<file path="config.mk">
export PLATFORM = sky130hd
export DESIGN_NAME = uart_rx
export DESIGN_NICKNAME = d
export VERILOG_FILES = /design/src/rtl/uart_rx.sv
export SDC_FILE = /design/constraint.sdc
export NUM_CORES = 1
export LEC_CHECK = 0
export CORE_AREA = 2 2 78 80
export CTS_BUF_LIST = sky130_fd_sc_hd__clkbuf_8
export DETAILED_ROUTE_END_ITERATION = 8
export DIE_AREA = 0 0 80 82
export GPL_ROUTABILITY_DRIVEN = 0
export PLACE_DENSITY_LB_ADDON = 0.05
export SYNTH_ARGS = -nofsm -noshare
export SYNTH_HDL_FRONTEND = slang
export SYNTH_SLANG_ARGS = --single-unit
</file>
<file path="constraint.sdc">
create_clock -name sys_clk -period 3.8 [get_ports sys_clk]
set_input_delay 0.38 -clock sys_clk [delete_from_list [all_inputs] [get_ports sys_clk]]
set_output_delay 0.38 -clock sys_clk [all_outputs]
set_load 0.005 [all_outputs]
</file>
<file path="src/rtl/uart_rx.sv">
// uart_rx: UART receiver that recovers start + WIDTH data bits (LSB first) + stop, sampling each bit at mid-period.
// Define UART_RX_PARITY_EN to expect a parity bit before stop and expose uart_rx_parity_err.
module uart_rx #(
  parameter int WIDTH        = 8,
  parameter int BPS          = 9_600,
  parameter int SYS_CLK_FREQ = 50_000_000
) (
  input  logic             sys_clk,
  input  logic             sys_reset_n,
  input  logic             uart_rx_in,
  output logic [WIDTH-1:0] uart_rx_data,
  output logic             uart_rx_done,
  output logic             uart_rx_frame_err,
  output logic             uart_rx_busy
`ifdef UART_RX_PARITY_EN
  ,
  output logic             uart_rx_parity_err
`endif
);

  localparam int BAUD_CNT_MAX = SYS_CLK_FREQ / BPS;
  localparam int CNT_W        = (BAUD_CNT_MAX > 1) ? $clog2(BAUD_CNT_MAX) : 1;
  localparam int IDX_W        = $clog2(WIDTH + 1);
  localparam logic [CNT_W-1:0] CNT_LAST = CNT_W'(BAUD_CNT_MAX - 1);
  localparam logic [CNT_W-1:0] CNT_MID  = CNT_W'(BAUD_CNT_MAX / 2 - 1);
  localparam logic [IDX_W-1:0] IDX_LAST = IDX_W'(WIDTH - 1);
`ifdef UART_RX_PARITY_EN
  localparam logic PARITY_ODD = 1'b0;
`endif

  typedef enum logic [2:0] {
    S_IDLE,
    S_START,
    S_DATA,
`ifdef UART_RX_PARITY_EN
    S_PARITY,
`endif
    S_STOP
  } state_t;

  logic             sync1_q, sync1_d;
  logic             sync2_q, sync2_d;
  logic             prev_q, prev_d;
  state_t           state_q, state_d;
  logic [CNT_W-1:0] cnt_q, cnt_d;
  logic [IDX_W-1:0] bit_idx_q, bit_idx_d;
  logic [WIDTH-1:0] shreg_q, shreg_d;
  logic [WIDTH-1:0] data_q, data_d;
  logic             done_q, done_d;
  logic             frame_err_q, frame_err_d;
  logic             busy_q, busy_d;
`ifdef UART_RX_PARITY_EN
  logic             parity_err_q, parity_err_d;
  logic             par_bad_q, par_bad_d;
`endif

  logic fall_edge;
  logic mid_bit;
  logic shift_en;

  assign fall_edge = prev_q & ~sync2_q;
  assign mid_bit   = (cnt_q == CNT_MID);

  always_comb begin
    sync1_d = uart_rx_in;
    sync2_d = sync1_q;
    prev_d  = sync2_q;
  end

  // Counter only runs inside a frame, so it is already zero when the start edge arrives.
  always_comb begin
    cnt_d = '0;
    if (state_q != S_IDLE) begin
      cnt_d = (cnt_q == CNT_LAST) ? '0 : cnt_q + CNT_W'(1);
    end
  end

  generate
    for (genvar gi = 0; gi < WIDTH; gi++) begin : g_shreg
      assign shreg_d[gi] = (shift_en && (bit_idx_q == IDX_W'(gi))) ? sync2_q : shreg_q[gi];
    end
  endgenerate

  always_comb begin
    state_d     = state_q;
    bit_idx_d   = bit_idx_q;
    data_d      = data_q;
    done_d      = 1'b0;
    frame_err_d = 1'b0;
    shift_en    = 1'b0;
`ifdef UART_RX_PARITY_EN
    parity_err_d = 1'b0;
    par_bad_d    = par_bad_q;
`endif
    case (state_q)
      S_IDLE: begin
        if (fall_edge) begin
          state_d   = S_START;
          bit_idx_d = '0;
        end
      end
      S_START: begin
        if (mid_bit) begin
          state_d   = sync2_q ? S_IDLE : S_DATA;
          bit_idx_d = '0;
        end
      end
      S_DATA: begin
        if (mid_bit) begin
          shift_en = 1'b1;
          if (bit_idx_q == IDX_LAST) begin
`ifdef UART_RX_PARITY_EN
            state_d = S_PARITY;
`else
            state_d = S_STOP;
`endif
          end else begin
            bit_idx_d = bit_idx_q + IDX_W'(1);
          end
        end
      end
`ifdef UART_RX_PARITY_EN
      S_PARITY: begin
        if (mid_bit) begin
          par_bad_d = sync2_q != ((^shreg_q) ^ PARITY_ODD);
          state_d   = S_STOP;
        end
      end
`endif
      S_STOP: begin
        // Leave at mid-stop so a back-to-back start bit is still seen as a fresh edge.
        if (mid_bit) begin
          state_d = S_IDLE;
          if (!sync2_q) begin
            frame_err_d = 1'b1;
`ifdef UART_RX_PARITY_EN
          end else if (par_bad_q) begin
            parity_err_d = 1'b1;
`endif
          end else begin
            data_d = shreg_q;
            done_d = 1'b1;
          end
        end
      end
      default: state_d = S_IDLE;
    endcase
    busy_d = (state_d != S_IDLE);
  end

  always_ff @(posedge sys_clk) begin
    if (!sys_reset_n) begin
      sync1_q     <= 1'b1;
      sync2_q     <= 1'b1;
      prev_q      <= 1'b1;
      state_q     <= S_IDLE;
      cnt_q       <= '0;
      bit_idx_q   <= '0;
      shreg_q     <= '0;
      data_q      <= '0;
      done_q      <= 1'b0;
      frame_err_q <= 1'b0;
      busy_q      <= 1'b0;
`ifdef UART_RX_PARITY_EN
      parity_err_q <= 1'b0;
      par_bad_q    <= 1'b0;
`endif
    end else begin
      sync1_q     <= sync1_d;
      sync2_q     <= sync2_d;
      prev_q      <= prev_d;
      state_q     <= state_d;
      cnt_q       <= cnt_d;
      bit_idx_q   <= bit_idx_d;
      shreg_q     <= shreg_d;
      data_q      <= data_d;
      done_q      <= done_d;
      frame_err_q <= frame_err_d;
      busy_q      <= busy_d;
`ifdef UART_RX_PARITY_EN
      parity_err_q <= parity_err_d;
      par_bad_q    <= par_bad_d;
`endif
    end
  end

  assign uart_rx_data      = data_q;
  assign uart_rx_done      = done_q;
  assign uart_rx_frame_err = frame_err_q;
  assign uart_rx_busy      = busy_q;
`ifdef UART_RX_PARITY_EN
  assign uart_rx_parity_err = parity_err_q;
`endif

endmodule

</file>
# Yosys cells after proc, flatten, opt, wreduce, memory -nomap -nowiden
# Index checks and enable logic that the tools add are counted.
[op_classes] addsub=2 n_eq_ne=16 n_mux=16 bitwise_logic=4 n_reduce_logical=17
[ops] cell="== test 4 x 3 -> 1 bit (second input constant)" count=4
[ops] cell="two-way mux 4 bit" count=4
[ops] cell="two-way mux 3 bit" count=5
[ops] cell="adder 13 x 1 -> 13 bit (second input constant)" count=1
[ops] cell="== test 13 x 12 -> 1 bit (second input constant)" count=1
[ops] cell="== test 13 bit (second input constant)" count=1
[ops] cell="case mux 3 bit (4 select lines)" count=1
[ops] cell="case mux 4 bit (3 select lines)" count=1
[ops] cell="nonzero test 3 bit" count=3
[ops] cell="== test 4 x 2 -> 1 bit (second input constant)" count=2
[ops] cell="logical AND 1 bit" count=8
[ops] cell="inequality test 2 bit (second input constant)" count=4
[ops] cell="== test 3 x 2 -> 1 bit (second input constant)" count=2
[ops] cell="AND reduction 3 bit" count=2
[ops] cell="AND reduction 5 bit" count=1
[ops] cell="adder 4 x 1 -> 4 bit (second input constant)" count=1
[ops] cell="== test 4 x 1 -> 1 bit (second input constant)" count=1
[ops] cell="logical NOT 4 bit" count=1
[ops] cell="two-way mux 1 bit" count=4
[ops] cell="== test 3 x 1 -> 1 bit (second input constant)" count=1
[ops] cell="logical NOT 3 bit" count=1
[ops] cell="NOT 1 bit" count=3
[ops] cell="OR reduction 3 bit" count=1
[ops] cell="two-way mux 2 bit" count=1
[ops] cell="AND 1 bit" count=1
[word_totals] regBits=42 out_inout_bits=11 wordCells=73

# Depth between registers and ports, before layout
# Gate-level depths: netlist of run 1.
[depth] word_depth=5 ltp_mapped=6 depth_no_buf=5

# Least setup slack after synthesis of run 1
# OpenSTA, ideal clock, no wires.
[synth_timing] path_kind="flip-flop to flip-flop" startpoint="register cnt_q[0]" endpoint="register shreg_q[7]" setup_ns=0.132 t_arrival_ns=1.515 t_required_ns=3.668 slack_ns=2.153 path_stages_with_launch=7 path_buffers=1 synth_period_minus_slack_ns=1.647 path_cell_list="dfxtp_1 > ha_1 > and4b_1 > nand4_4 > buf_6 > o41ai_2 > a21oi_1"
[synth_between] elab_chain_cells=4
[synth_lines] item="start: declaration" line_no="45" text="logic [CNT_W-1:0] cnt_q, cnt_d;"
[synth_lines] item="start signal: assignment" line_no="173" text="cnt_q <= cnt_d;"
[synth_lines] item="== test 13 x 12 -> 1 bit" line_no="62" text="assign mid_bit = (cnt_q == CNT_MID);"
[synth_lines] item="two-way mux 1 bit" line_no="109" text="if (mid_bit) begin"
[synth_lines] item="two-way mux 1 bit" line_no="95" text="case (state_q)"
[synth_lines] item="logical AND 1 bit" line_no="80" text="assign shreg_d[gi] = (shift_en && (bit_idx_q == IDX_W'(gi))) ? sync2_q : shreg_q[gi];"
[synth_lines] item="end signal: assignment" line_no="175" text="shreg_q <= shreg_d;"
[synth_lines] item="end: declaration" line_no="47" text="logic [WIDTH-1:0] shreg_q, shreg_d;"
# Every way passes these cells.
# A chain may end at the register's enable or synchronous reset.

# Worst setup path in the final report of run 1
[layout_timing] startpoint="register cnt_q[0]" endpoint="register shreg_q[6]"
# The elaborated chain is that of the path after synthesis.

==> results.md, run 1 <==
Global routing:
- The first global-routing pass estimated 7.33 mm of wire.
- The number of global-route vias before repair is roughly 1600.
- Entering global routing, the biggest net connects 29 pins.
- Global routing used between 10% and 20% of the available tracks across all layers.
- After global routing the overflow that remains totals 0.
- The number of antenna violations at the first check in global routing was 0.

CTS:
- The TritonCTS clock tree is built.
- The clock-pin slew on the worst setup and hold paths is 80 ps.
- Once the clock tree was built, the setup fixing pass inserted 0 buffers.
- Gates resized during post-CTS repair numbered 0.
- The cell sitting at the root of the clock tree is a clkbuf_8.
- The post-cts hold buffer count is 0.
- The number of clock buffers added by TritonCTS is 5.
- The clock sink count is 42.
- Clock latency on the worst-skew pair, taken at its later pin, is 290 ps.
- The H-tree level count is 2.
- No sink is reached through more buffers than the 2 on the longest clock path.

Detailed routing:
- The average wire per standard cell is 14.0 um.
- For this block, the initial DRC count from the detailed router was 50.
- Before antenna repair, the detailed router went through 4 iterations.
- The remaining antenna violation count after routing is 0.
- The routed layout has between 1500 and 2000 vias.
- The number of DRC violations after detailed routing is 0.
- The sum of routed wire length over all layers is approximately 4.3 mm.
- Dividing the detail-routed via count by the number of cells gives 5.17.

Worst setup path:
- The maximum fanout along the worst path is 28.
- The worst register-to-register path begins at cnt_q[0].
- Setup slack on the worst reg-to-reg path comes out at roughly 1800 ps.
- STA puts the critical path data required time at 4010 ps.
- At the worst endpoint, the arrival time is 2220 ps.
- The endpoint of the worst-slack reg-to-reg timing path is shreg_q[6].
- The worst setup path is of the reg2reg kind.
- STA classifies the critical path startpoint as a register.
- The path depth of the worst reg2reg path is 5.
- The capture point of the critical path is shreg_q[6].
- The most critical setup path has its startpoint at cnt_q[0].
- STA classifies the critical path endpoint as a register.

Timing:
- The final hold slack is 411 ps.
- The highest clock rate is ~500 MHz.
- Measured against its own limit, the worst slew margin works out to between 30% and 40%.
- The number of endpoints with negative hold slack in the final report was 0.
- The time the final worst path needs with I/O delays and setup is 2010 ps.
- For the final database, setup skew stands at 5.52 ps.
- The setup TNS is 0 ps.
- Setup violations remaining at the end of the flow were counted as 0.
- The post-route clock period utilization is 52.9%.
- The final-report max-slew violation count is 0.
- Setup repair after global routing left no endpoint under its margin.
- At the pin with the least slew margin, the transition time is 966 ps.

Placement:
- The half-perimeter wire length after placement is between 3 and 4 mm.
- Counting tap cells, the placed design contains a total of a little under 300 instances.
- The number of input and output port buffers inserted is 13.
- The placed instances occupy a cell area of between 2000 and 2500 um^2.

Floorplanning:
- The starting utilization of the core area is around 34%.
- The number of placed I/O pins is 14.
- The core region is 5750 um^2.
- The die outline area is around 6600 um^2.
- The height of the die is 82 um.
- The floorplan has 28 rows.
- In this run the horizontal extent of the chip is 80 um.

Run:
- The count of max-cap constraint violations is 0.

Finish:
- At the end of the flow, the number of nets in the layout was 238.
- For this run, the number of standard cells in the final layout without fillers is approximately 310.
- Summing all flip-flop and latch instances after layout gives 841 um^2.
- Counting the fill cells in the layout gives approximately 600.
- The post-route cell area is ~2200 um^2.
- The library cell used most frequently in the layout, excluding fill and tap cells, is dfxtp_1.
- The antenna diode count is 0.
- In the final layout, the share of cells above drive strength 1 is 4.78%.
- Compared with the post-synthesis result, the final layout area differs by 12.2%.
- In the layout the commonest cells are dfxtp_1, nand3_1, nor2_1, a21oi_1, o21ai_0.
- The area of the multi-input gates is 1030 um^2.

Synthesis:
- By area the synthesized netlist is led by dfxtp_1, nand3_1, a21oi_1.
- Counting flops and latches in the post-synthesis netlist gives 42.
- The average instance area after synthesis is just under 9 um^2.
- The synthesized cell area is 1970 um^2.
- The total nets after synthesis is 231.
- The post-synthesis sequential area ratio is between 40% and 50%.
- The number of cells produced by synthesis is 223.
- Yosys mapped the design onto a little over 40 distinct sky130hd cell types.
- The share of the synthesized area in the top cell type is 42.8%.
- Of all cell types, the one taking the most synthesized area is dfxtp_1.
- The Yosys step of the flow raised 0 warnings.

Worst hold path:
- The path category of the worst min-delay check is reg2reg.

Power:
- The total leakage power is 0.684 nW.
- The worst IR drop on VDD is 0.128 mV.
- The power per standard cell area is 334 nW/um^2.

Status:
- The flow ran to the end, and the final reports show no timing, DRC or antenna violations.
[Yosys cell counts, drive strengths merged]
library cell,number
a221o,1
o22ai,1
buf,8
or3b,1
nand4b,1
a31oi,3
nor2,19
nor2b,5
and2,2
a41oi,1
o21ai,16
mux2i,2
inv,7
nand4bb,1
a2bb2oi,1
clkbuf,5
nand3,23
dfxtp,42
nor4bb,3
a21oi,19
o311ai,1
or3,8
nor3b,2
and4b,1
o32ai,1
nand4,7
xnor2,6
ha,5
o41ai,1
xor2,6
nand2,7
nor3,5
nand2b,3
nor4,1
and4,5
conb,1
nor4b,2
[per-stage QoR]
| stage | worst slack, ps | util [%] | power [mW] |
|---|---|---|---|
| CTS | 1770 | 38.4 | 0.749 |
| finish | 1790 | 38.4 | 0.737 |
| global placement | 1580 | 37.0 | 0.474 |
| detailed placement | 1480 | 37.0 | 0.475 |
| global route | 1600 | 38.4 | 0.779 |
| floorplan | 2150 | - | 0.469 |
[kinds of logic (layout without fill, tap and decap cells)]
group / count (synthesis) / after routing / synth area share (%)
compound gates: 45 / 45 / 13.3
mux: 2 / 2 / 1.02
flops: 42 / 42 / 42.8
other cells: 1 / 1 / 0.191
xor+xnor: 12 / 12 / 5.35
fa+ha+maj: 5 / 5 / 3.18
simple gates: 96 / 96 / 29.5
buf+inv: 20 / 27 / 4.65
[worst min-delay path by stage]
| stage | from | endpoint | depth (start not counted) |
|---|---|---|---|
| floorplan | sync1_q | prev_d | 1 |
| global placement | sync1_q | prev_d | 1 |
| detailed placement | sync1_q | prev_d | 1 |
| CTS | sync1_q | prev_d | 1 |
| global route | sync1_q | prev_d | 1 |
| finish | sync1_q | prev_d | 1 |
[area by class of cell]
cell class                 count  share of cell area [%]
clock buffer                   5                    3.12
sequential                    42                    38.1
timing repair buffer          13                    5.90
multi-input combinational    161                    46.9
tap                           75                    4.26
clock inverter                 2                   0.511
inverter                       7                    1.19
[metal layers]
layer	track usage, %	share of wire, %	up-vias
li1	-	-	812
met1	16.2	44	746
met2	26.7	52	13
met3	3.63	2.4	6
met4	5.08	1.2	0
met5	0	0	-
[flip-flops by register name, summed over array words and instances, names as in the netlist]
register,count
uart_rx_busy,1
uart_rx_frame_err,1
state_q,3
uart_rx_done,1
prev_q,1
prev_d,1
bit_idx_q,4
shreg_q,8
sync1_q,1
cnt_q,13
uart_rx_data,8
[critical path: stages, from the launching register on]
cell and delay, ps:
dfxtp_1 380, ha_1 280, and4b_1 310, nand4_4 340
or3_1 460, a21oi_1 170
[power breakdown]
group / switching (mW) / internal (mW)
Clock: 0.150 / 0.123
Sequential: 0.00382 / 0.443
Combinational: 0.0115 / 0.00572
Total: 0.165 / 0.572
No activity file was read; power rests on OpenSTA's default activity.
==> inputs of run 2 (changes only) <==
clock period = 2 ns   (was 3.8 ns; I/O delays follow)
==> results.md, run 2 (synthesis results as in run 1) <==
Global routing:
- The number of global-route vias before repair is 1639.
- The global-route wire length before repair is roughly 7.5 mm.
- The number of antenna violations at the first check in global routing is 0.
- Global routing used 15.1% of the available tracks across all layers.
- The sum of overflow across all layers after global routing is 0.
- Entering global routing, the biggest net connects 25 pins.

Timing:
- The final-report max-slew violation count is 0.
- Measured against its own limit, the worst slew margin works out to 65.5%.
- The setup-violating endpoint count in the final report is 0.
- Setup repair after global routing left no endpoint under its margin.
- At the pin with the least slew margin, the transition time is roughly 510 ps.
- The final critical path takes up 93.1% of the cycle.
- After routing, the total negative slack on setup checks comes to 0 ps.
- The time the final worst path needs with I/O delays and setup is around 1900 ps.
- Setup slack closes at 137 ps.
- The highest clock rate is 537 MHz.
- The number of endpoints with negative hold slack in the final report is 0.
- Between clock sinks in the finished design, the worst skew comes to 8.67 ps.

Placement:
- The number of input and output port buffers inserted is 13.
- The setup slack after placement is 106 ps.
- The wire-length estimate of the detail-placed layout is 3.28 mm.

Worst setup path:
- Data arrives at the worst endpoint at about 2100 ps.
- At the worst endpoint, the required time is roughly 2200 ps.
- The endpoint class of the critical path is a register.
- Of all nets on the critical path, the largest fanout is 24.
- STA classifies the critical path startpoint as a register.
- Walking the worst path, the cells encountered are ha_1, and4b_1, nand4_4, or3_1, a21oi_1.
- The critical setup path kind is reg2reg.
- The buffer and inverter count on the worst path is 0.
- The family with the most delay on the worst path is simple AND/OR/NAND/NOR gates.
- On the worst path, the slowest cell contributes a delay of 440 ps.
- The highest-delay cell along the critical path is or3_1.

Floorplanning:
- The floorplan step defined a die boundary enclosing ~6600 um^2.
- For this design the top-level I/O count stands at 14.
- Once the floorplan was initialized, standard cells occupied 34.2% of the core.
- The die is 80 um wide.
- In this run the vertical extent of the chip is 82 um.
- The area inside the core boundary is about 5700 um^2.
- Row generation in the floorplan step produced 28 rows.

Finish:
- The count of nets after finishing is 251.
- The proportion of layout cells with a drive suffix above 1 is between 10% and 20%.
- The most frequent standard cell in the layout excluding fill and tap cells is dfxtp_1.
- Ranked by flip-flop count, first place goes to cnt_q.
- The post-route core utilization is between 40% and 50%.
- The antenna diode count is 0.
- The area added between synthesis and finish is 18.7%.
- The register with the most flip-flops in the layout has 13 of them.
- Leaving out fill and tap cells, the most frequent cells in the layout are dfxtp_1, nand3_1, nor2_1.

CTS:
- The number of setup buffers added after CTS is 0.
- The cell sitting at the root of the clock tree is a clkbuf_8.
- At the later pin of the worst-skew pair, clock insertion delay measures roughly 300 ps.
- The number of clock buffers added by TritonCTS is 5.
- CTS saw 42 sinks.
- The TritonCTS clock tree is built.
- The H-tree level count is 2.
- No sink is reached through more buffers than the 2 on the longest clock path.
- Clock-pin slew was measured on the worst setup and hold paths at around 80 ps.
- Buffers inserted to repair hold after CTS numbered 0.

Power:
- Power spread over the standard cell area amounts to 660 nW/um^2.
- For this design the static power due to leakage is 0.770 nW.
- IR analysis of the VDD net gives a maximum drop of between 0.3 and 0.4 mV.

Detailed routing:
- The number of detailed-route iterations in the first pass is 4.
- The sum of routed wire length over all layers is 4.58 mm.
- The DRC violation total after the first TritonRoute iteration is 38.
- The detailed router placed 1652 vias in this run.
- After detailed routing, the number of remaining DRC violations is 0.
- The via density per instance is 5.18.
- In the final routed layout, each cell accounts on average for 14.4 um.
- The remaining antenna violation count after routing is 0.

Run:
- The count of max-cap constraint violations is 0.

Worst hold path:
- The path category of the worst min-delay check is reg2reg.

Status:
- The flow ran to the end, and the final reports show no timing, DRC or antenna violations.
[run 2: cell types whose count changed in the layout (fill, tap and decap cells not counted)]
cell and delta:
clkinvlp_4 -1, bufinv_16 +1, buf_4 +13, a21oi_2 +1, inv_1 +1, a21oi_1 -1
[run 2: per-stage QoR]
| stage | instances | power [mW] | hold WS [ps] | cell area, um^2 |
|---|---|---|---|---|
| floorplan | 223 | 0.892 | 301 | 1970 |
| global placement | 311 | 0.905 | 391 | 2220 |
| detailed placement | 311 | 0.907 | 402 | 2220 |
| CTS | 319 | 1.56 | 424 | 2330 |
| global route | 319 | 1.61 | 450 | 2330 |
| finish | 319 | 1.54 | 418 | 2330 |
[run 2: timing repair]
action,in CTS,in global routing
hold endpoints to repair,0,0
resized for setup,0,1
endpoints found under the setup margin,0,1
[run 2: per-layer routing]
metal | GRT usage (%) | part of all wire (%) | wire, um
met3 | 3.63 | 2.2 | 102
met4 | 6.61 | 2.4 | 108
met1 | 17.7 | 46 | 2100
met2 | 26.3 | 50 | 2270
met5 | 0 | 0 | 0
[run 2: power breakdown]
part	switching (mW)	internal [mW]
Combinational	0.0233	0.0139
Sequential	0.00760	0.841
Clock	0.290	0.364
[run 2: final timing paths]
| check | from | end | slack (ps) | cells past startpoint |
|---|---|---|---|---|
| worst max-delay path | cnt_q[0] | shreg_q[6] | 140 | 5 |
| worst min-delay path | sync1_q | prev_d | 420 | 1 |
| worst max register to register | cnt_q[0] | shreg_q[6] | 140 | 5 |
| worst min register to register | sync1_q | prev_d | 420 | 1 |
[run 2: final cells by class]
type | count | area, um^2
fillers | 613 | 3410
clock buffers | 5 | 68.8
repair buffers | 26 | 228
clock inverters | 3 | 37.5
multi-input cells | 161 | 1040
inverters | 7 | 26.3
flip-flops and latches | 42 | 841
well taps | 75 | 93.8
